===== config.mk =====
export PLATFORM = sky130hd
export DESIGN_NAME = led_capture_flat
export DESIGN_NICKNAME = d
export VERILOG_FILES = /design/src/rtl/led_capture_pkg.sv /design/src/rtl/led_capture_if.sv /design/src/rtl/led_capture_stretch_cell.sv /design/src/rtl/led_capture.sv /design/src/flat_wrapper.sv
export SDC_FILE = /design/constraint.sdc
export NUM_CORES = 1
export LEC_CHECK = 0
export BUFFER_PORTS_ARGS = -buffer_cell sky130_fd_sc_hd__buf_4
export CORE_ASPECT_RATIO = 1.75
export CORE_MARGIN = 3
export CORE_UTILIZATION = 40
export DETAILED_ROUTE_END_ITERATION = 16
export PLACE_DENSITY = 0.68
export SLEW_MARGIN = 20
export SYNTH_ARGS = -nofsm -noshare
export SYNTH_HDL_FRONTEND = slang
export SYNTH_HIERARCHICAL = 1
export SYNTH_SLANG_ARGS = --single-unit

===== constraint.sdc =====
create_clock -name i_clk25Mhz -period 3.3 [get_ports i_clk25Mhz]
set_input_delay 0.66 -clock i_clk25Mhz [delete_from_list [all_inputs] [get_ports i_clk25Mhz]]
set_output_delay 0.66 -clock i_clk25Mhz [all_outputs]
set_load 0.005 [all_outputs]

===== src/rtl/led_capture_pkg.sv =====
// led_capture_pkg: shared LED-monitor constants and types.
package led_capture_pkg;
    localparam int LED_COUNT = 64;
    localparam int CNT_W     = 4;
    localparam int ADDR_W    = $clog2(LED_COUNT);
    typedef logic [LED_COUNT-1:0] led_vec_t;
    typedef logic [ADDR_W-1:0]    led_addr_t;
    typedef logic [CNT_W-1:0]     hold_cnt_t;
endpackage


===== src/rtl/led_capture_if.sv =====
// led_capture_if: static-bit write port with one-cycle acknowledge.
interface led_capture_if;
    import led_capture_pkg::*;
    logic      i_wr;
    logic      i_cs;
    led_addr_t i_addr;
    logic      i_val;
    logic      o_ack;
    modport master (output i_wr, i_cs, i_addr, i_val, input o_ack);
    modport slave  (input i_wr, i_cs, i_addr, i_val, output o_ack);
endinterface


===== src/rtl/led_capture_stretch_cell.sv =====
// led_stretch_cell: one LED's static bit plus a frame-counted pulse stretcher.
module led_stretch_cell
    import led_capture_pkg::*;
#(
    parameter int HOLD_FRAMES = 3
) (
    input  logic i_clk25Mhz,
    input  logic i_reset,
    input  logic wr_en_i,
    input  logic val_i,
    input  logic pulse_i,
    input  logic tick_i,
    input  logic clr_i,
    input  logic arm_i,
    output logic lit_o
);
    logic      s_q, s_d, p_q, p_d;
    hold_cnt_t a_q, a_d;
    logic      rise;
    assign rise  = arm_i & pulse_i & ~p_q;
    assign lit_o = s_q | (a_q != '0);
    // clear beats reload, reload beats the frame decrement
    always_comb begin
        p_d = pulse_i;
        s_d = clr_i ? 1'b0 : wr_en_i ? val_i : s_q;
        a_d = clr_i ? '0
            : rise ? CNT_W'(HOLD_FRAMES)
            : (tick_i && a_q != '0) ? a_q - CNT_W'(1)
            : a_q;
    end
    always_ff @(posedge i_clk25Mhz or negedge i_reset) begin
        if (!i_reset) begin
            s_q <= 1'b0;
            p_q <= 1'b0;
            a_q <= '0;
        end else begin
            s_q <= s_d;
            p_q <= p_d;
            a_q <= a_d;
        end
    end
endmodule


===== src/rtl/led_capture.sv =====
// led_capture: merges static bits and stretched pulses into a frame-stable LED vector.
module led_capture
    import led_capture_pkg::*;
#(
    parameter int NUM_LEDS    = LED_COUNT,
    parameter int HOLD_FRAMES = 3
) (
    input  logic                i_clk25Mhz,
    input  logic                i_reset,
    input  logic                i_frameStart,
    input  logic                i_clrAll,
    input  logic [NUM_LEDS-1:0] i_pulse,
    led_capture_if.slave        bus,
    output logic [NUM_LEDS-1:0] o_leds
);
    logic                ack_q, ack_d, run_q, accept;
    logic [NUM_LEDS-1:0] leds_q, leds_d, lit;
    assign accept    = bus.i_cs & bus.i_wr & ~i_clrAll;
    assign bus.o_ack = ack_q;
    assign o_leds    = leds_q;
    always_comb begin
        ack_d  = accept;
        leds_d = i_frameStart ? lit : leds_q;
    end
    // run_q masks edge detection on the first cycle after reset so a level
    // already high during reset is not mistaken for a new event
    always_ff @(posedge i_clk25Mhz or negedge i_reset) begin
        if (!i_reset) begin
            ack_q  <= 1'b0;
            run_q  <= 1'b0;
            leds_q <= '0;
        end else begin
            ack_q  <= ack_d;
            run_q  <= 1'b1;
            leds_q <= leds_d;
        end
    end
    for (genvar i = 0; i < NUM_LEDS; i++) begin : g_cell
        led_stretch_cell #(.HOLD_FRAMES(HOLD_FRAMES)) u_cell (
            .i_clk25Mhz(i_clk25Mhz),
            .i_reset   (i_reset),
            .wr_en_i   (accept && bus.i_addr == ADDR_W'(i)),
            .val_i     (bus.i_val),
            .pulse_i   (i_pulse[i]),
            .tick_i    (i_frameStart),
            .clr_i     (i_clrAll),
            .arm_i     (run_q),
            .lit_o     (lit[i])
        );
    end
endmodule

===== src/flat_wrapper.sv =====
// flat-port wrapper written by rule: the top's interface ports become plain ports
module led_capture_flat import led_capture_pkg::*;
#(
    parameter int NUM_LEDS    = LED_COUNT,
    parameter int HOLD_FRAMES = 3
)
  (i_clk25Mhz, i_reset, i_frameStart, i_clrAll, i_pulse, o_leds, bus_i_wr, bus_i_cs, bus_i_addr, bus_i_val, bus_o_ack);
  led_capture_if bus_i ();
  input  logic i_clk25Mhz;
  input  logic i_reset;
  input  logic i_frameStart;
  input  logic i_clrAll;
  input  logic [NUM_LEDS-1:0] i_pulse;
  output logic [NUM_LEDS-1:0] o_leds;
  input wire logic [$bits(bus_i.i_wr)-1:0] bus_i_wr;
  input wire logic [$bits(bus_i.i_cs)-1:0] bus_i_cs;
  input wire logic [$bits(bus_i.i_addr)-1:0] bus_i_addr;
  input wire logic [$bits(bus_i.i_val)-1:0] bus_i_val;
  output wire logic [$bits(bus_i.o_ack)-1:0] bus_o_ack;
  assign bus_i.i_wr = bus_i_wr;
  assign bus_i.i_cs = bus_i_cs;
  assign bus_i.i_addr = bus_i_addr;
  assign bus_i.i_val = bus_i_val;
  assign bus_o_ack = bus_i.o_ack;
  led_capture #(.NUM_LEDS(NUM_LEDS), .HOLD_FRAMES(HOLD_FRAMES)) u_core (.i_clk25Mhz(i_clk25Mhz), .i_reset(i_reset), .i_frameStart(i_frameStart), .i_clrAll(i_clrAll), .i_pulse(i_pulse), .bus(bus_i), .o_leds(o_leds));
endmodule

# == Word level (Yosys, flattened, before mapping) ==
# Cells that the tools add are included.
# totals
inputBits,77
ram_bits,0
romBits,0
register_bits,450
memories,0
latch_bits,0
# classes
bitwise,259
n_eq_ne,63
n_mul,0
n_reduce_logical,321
addsub,64
n_mux,320
n_div,0
n_lt_le_gt_ge,0
shift,0
# ops
operator,n
$mux 4,192
$reduce_bool 4->1,64
$sub 4x1->4 const B,64
$eq 6x6->1 const B,32
$reduce_bool 3->1,64
$and 1x1->1,130
$logic_and 1x1->1,128
$mux 1,128
$reduce_bool 2->1,64
$eq 6x5->1 const B,16
$not 1->1,65
$or 1x1->1,64
$eq 6x4->1 const B,8
$eq 6x3->1 const B,4
$eq 6x2->1 const B,2
$eq 6x1->1 const B,1
$logic_not 6->1,1

# == Depth between registers and ports, before layout ==
# logic_depth
ltp_word,5
ltp_mapped,6
ltp_nobuf,5

# == Cells and area by module ==
# Netlist, hierarchy kept.
# modules_own_cells
mod,n_inst,seq_area_each_um2,area_per_inst_um2,cells_each
led_stretch_cell (u_core.g_cell[0].u_cell ...),63,150.1,330.3,33
led_capture,1,1651.6,3010.4,241
led_stretch_cell (u_core.g_cell[37].u_cell),1,150.1,337.8,32

# == Least setup slack after synthesis ==
# Ideal clock, no wire load.
# synth_timing
path_type,register to register
from,reg u_core.run_q
to,reg u_core.g_cell[37].u_cell.a_q[3]
path_buffers,1
path_slack_ns,1.144
t_required_ns,3.175
setup_ns,0.125
t_arrival_ns,2.032
stages_incl_launch_ff,5
synth_period_minus_slack_ns,2.156
path_cell_list,dfrtp_1 > and3b_1 > clkbuf_1 > nor3b_1 > mux2_2
# synth_between
elab_chain_len,4
# synth_rtl
element,line,text
from (decl),led_capture.sv:16,"logic ack_q, ack_d, run_q, accept;"
from (signal assigned),led_capture.sv:30,run_q <= 1'b0;
from (signal assigned),led_capture.sv:34,run_q <= 1'b1;
$and 1x1->1 * (2 in a row),led_capture_stretch_cell.sv:20,assign rise = arm_i & pulse_i & ~p_q;
$mux 4,led_capture_stretch_cell.sv:27,: rise ? CNT_W'(HOLD_FRAMES)
$mux 4,led_capture_stretch_cell.sv:26,a_d = clr_i ? '0
to (signal assigned),led_capture_stretch_cell.sv:35,a_q <= '0;
to (signal assigned),led_capture_stretch_cell.sv:39,a_q <= a_d;
to (decl),led_capture_stretch_cell.sv:18,"hold_cnt_t a_q, a_d;"
# Mark *: on every way between the ends. The rest lies on a longest branch, timed or not.
# A chain may end at the register's enable or synchronous reset.

# == Worst setup path after layout ==
# layout_timing
from,in i_clrAll
to,reg u_core.g_cell[38].u_cell.a_q[2]
# layout_between
elab_chain_len,1
# layout_rtl
element,line,text
from (decl),flat_wrapper.sv:12,input logic i_clrAll;
$reduce_bool 3->1 (no source line) / $mux 4 (equally long branches),-,
to (signal assigned),led_capture_stretch_cell.sv:35,
to (signal assigned),led_capture_stretch_cell.sv:39,
to (decl),led_capture_stretch_cell.sv:18,
# Parallel ways exist; a longest one is shown, timed or not.

==> results.json <==
{
  "synth.top_cells.by_area": "dfrtp_1, ha_1, mux2i_1",
  "synthFlopType": "dfrtp_1",
  "synthXorXnorAreaFrac_pct": 0,
  "synth.distinct_cells": 37,
  "dp_hpwl_mm": 42.4,
  "finalInstanceArea_mm2": 0.0280,
  "ys_ff_latch": 450,
  "cts.path.max_buffers": 3,
  "rsz0062_at_grt": "false",
  "synth_warnings": 6,
  "synth_fa_ha_area_share_pct": 6.63,
  "ys_async_sr_fraction_pct": 100,
  "n_fill_cell": 5402,
  "coreArea_mm2": 0.0595,
  "dr.pass1.iters": 5,
  "tightest_slew_ps": 938,
  "clkSinkCount": 450,
  "htreeDepth": 2,
  "regArea_mm2": 0.0113,
  "clk_pin_slew_ps": 60,
  "synth_edf_count": 0,
  "path_delay_family": "buffers and inverters",
  "max_stage_delay_ps": 760,
  "design.die.area_mm2": 0.0635,
  "required_ps": 3700,
  "multiInputGateArea_mm2": 0.0118,
  "synth_area_leader_cell": "dfrtp_1",
  "grt_use_total_pct": 19.1,
  "cts_setup_buffers": 0,
  "syn_avg_cell_area_um2": 10.3,
  "start_util_pct": 40.6,
  "synth_top_family_by_area": "simple AND/OR/NAND/NOR gates",
  "cp_cell_sequence": "buf_8, buf_12, buf_4, a211oi_1",
  "grt_pass1_wl_mm": 99.1,
  "crit_fanout": 191,
  "path_buf_inv": 3,
  "holdBufCountCts": 0,
  "finalHoldViolCount": 0,
  "num_vias": 18400,
  "grt_max_degree": 192,
  "avgViaCountPerCell": 5.49,
  "insertion_delay_ps": 570,
  "critPathCaptureType": "register",
  "min_path_type": "input pin to asynchronous set/reset pin",
  "finalClockSkew_ps": 18.2,
  "crit_slowest_cell": "buf_4",
  "ir_worst_vdd_uv": 502,
  "cts_resized": 0,
  "setup_violations": 0,
  "cts_root_buf": "clkbuf_16",
  "arrival_ps": 2500,
  "synth-compound-area-share_pct": 10.3,
  "area_growth_pct": 16.0,
  "cellLeakagePower_nw": 12.3,
  "min_period_ps": 2100,
  "std_cell_rows": 118,
  "routed_wl_mm": 61.0,
  "slew_headroom_pct": 37.5,
  "synth_top_area_share_pct": 46.6,
  "drt-initial-drc-count": 1023,
  "synth_area_mm2": 0.0242,
  "drv_cap": 0,
  "gp_congestion": 0.780,
  "ant_nets": 0,
  "nNetsFinal": 2744,
  "status": "finished clean",
  "wl_per_cell_um": 18.2,
  "io_buffers": 141,
  "synth_nets": 2557,
  "cts_tree": "built",
  "power_density_mw_per_mm2": 637,
  "worstSetupPathType": "input pin to register",
  "drive_gt1_share_pct": 19.5,
  "fmax_mhz": 477,
  "fin_setup_tns_ps": 0,
  "r2r_slack_ps": 1310,
  "first_global_vias": 19700,
  "utilization_pct": 47.1,
  "die_w_um": 192,
  "synthSimpleGateAreaFrac_pct": 23.7,
  "die_h_um": 331,
  "r2r-start": "u_core/run_q",
  "syn_inst": 2352,
  "slew_viol_final": 0,
  "synth.area.mux_share_pct": 8.29,
  "period_share_pct": 63.5,
  "r2r-end": "u_core/g_cell[31].u_cell/a_q[1]",
  "reg2reg_depth": 4,
  "antenna_found_initial": 3,
  "crit_path_start_kind": "input pin",
  "route.detailed.drc": 0,
  "post_dp_cell_area_mm2": 0.0264,
  "grt.overflow.total": 0,
  "synth.yosys.seq_area_share_pct": 46.6,
  "ios": 142,
  "numCtsBuffers": 46
}
## registers in the layout, indices dropped and copies added, names as in the netlist
name,count
u_core/g_cell.u_cell/s_q,64
u_core/bus.o_ack,1
u_core/o_leds,64
u_core/g_cell.u_cell/p_q,64
u_core/run_q,1
u_core/g_cell.u_cell/a_q,256
## power by group
part / switching [mW] / internal [mW] / leakage, nW / total, mW
clock: 2.24 / 3.28 / 0.779 / 5.52
combinational: 2.44 / 2.57 / 5.62 / 5.01
sequential: 0.900 / 6.44 / 5.88 / 7.34
total: 5.58 / 12.3 / 12.3 / 17.9
## how the worst max path moves through the flow
stage | start | endpoint | slack (ps) | cells after the start
floorplan | u_core/run_q | u_core/g_cell[37].u_cell/a_q[3] | 1140 | 4
global placement | i_clrAll | u_core/g_cell[27].u_cell/a_q[3] | 800 | 4
detailed placement | i_clrAll | u_core/g_cell[38].u_cell/a_q[3] | 690 | 4
CTS | u_core/run_q | u_core/g_cell[58].u_cell/a_q[1] | 1270 | 4
global route | i_clrAll | u_core/g_cell[38].u_cell/a_q[2] | 1180 | 4
finish | i_clrAll | u_core/g_cell[38].u_cell/a_q[2] | 1200 | 4
## kinds of logic (layout without fill, tap and decap cells)
group,Yosys count,after routing
adder cells (fa/ha/maj),128,128
buffers and inverters,282,506
AND/OR/NAND/NOR,915,915
multiplexers,192,192
other,1,5
flip-flops,450,450
AO/OA/AOI/OAI,384,384
## stage by stage
stage	worst slack [ps]	cells	hold WS (ps)	total power, mW
detailed placement	687	3271	498	12.5
floorplan	1140	2352	364	10.4
global placement	798	3271	495	12.1
finish	1200	3360	169	17.9
CTS	1270	3356	166	18.1
global route	1180	3358	174	19.0
## layer usage
layer  vias to the layer above  global-route usage (%)  wire (um)
met4                         0                    8.83       2580
li1                       8654                       -          -
met1                      9305                    21.8      24100
met2                       366                    34.8      31700
met3                       110                    3.08       2640
met5                         -                       0          0
## cells in the mapped netlist (4+ instances only)
cell and number:
or2_2 64, nand4b_1 5, nor3_2 4, dfrtp_1 450
nor3b_2 63, a211oi_1 66, mux2i_1 127, nor2_1 192
nor3_1 126, a211o_1 63, buf_2 7, clkbuf_1 17
ha_1 128, or2b_1 63, a31oi_1 126, mux2_2 65
nor4b_2 63, nand2_1 190, o21ai_0 126, or3_1 126
nand4bb_1 7, inv_1 256
## layout make-up
cell class | instances | share of cell area (%)
clock buffer | 73 | 5.09
antenna | 4 | 0.0357
multi-input combinational | 1620 | 42.2
tap | 780 | 3.48
timing repair buffer | 165 | 4.94
clock inverter | 12 | 0.616
inverter | 256 | 3.43
sequential | 450 | 40.2
## cell usage in the layout (no fill, tap or decap), types with 5 or more instances in the layout
| cell | n |
|---|---|
| dfrtp_1 | 449 |
| inv_1 | 255 |
| nor2_1 | 192 |
| nand2_1 | 190 |
| buf_4 | 152 |
| ha_1 | 128 |
| mux2i_1 | 127 |
| nor3_1 | 126 |
| o21ai_0 | 126 |
| or3_1 | 126 |
| a31oi_1 | 126 |
| a211oi_1 | 66 |
| mux2_2 | 65 |
| or2_2 | 64 |
| nor3b_2 | 63 |
| or2b_1 | 63 |
| nor4b_2 | 63 |
| a211o_1 | 63 |
| clkbuf_16 | 49 |
| clkbuf_1 | 13 |
| clkbuf_8 | 12 |
| buf_12 | 10 |
| nand4bb_1 | 6 |
| nand4b_1 | 5 |
Power figures use the tool's default switching activity.
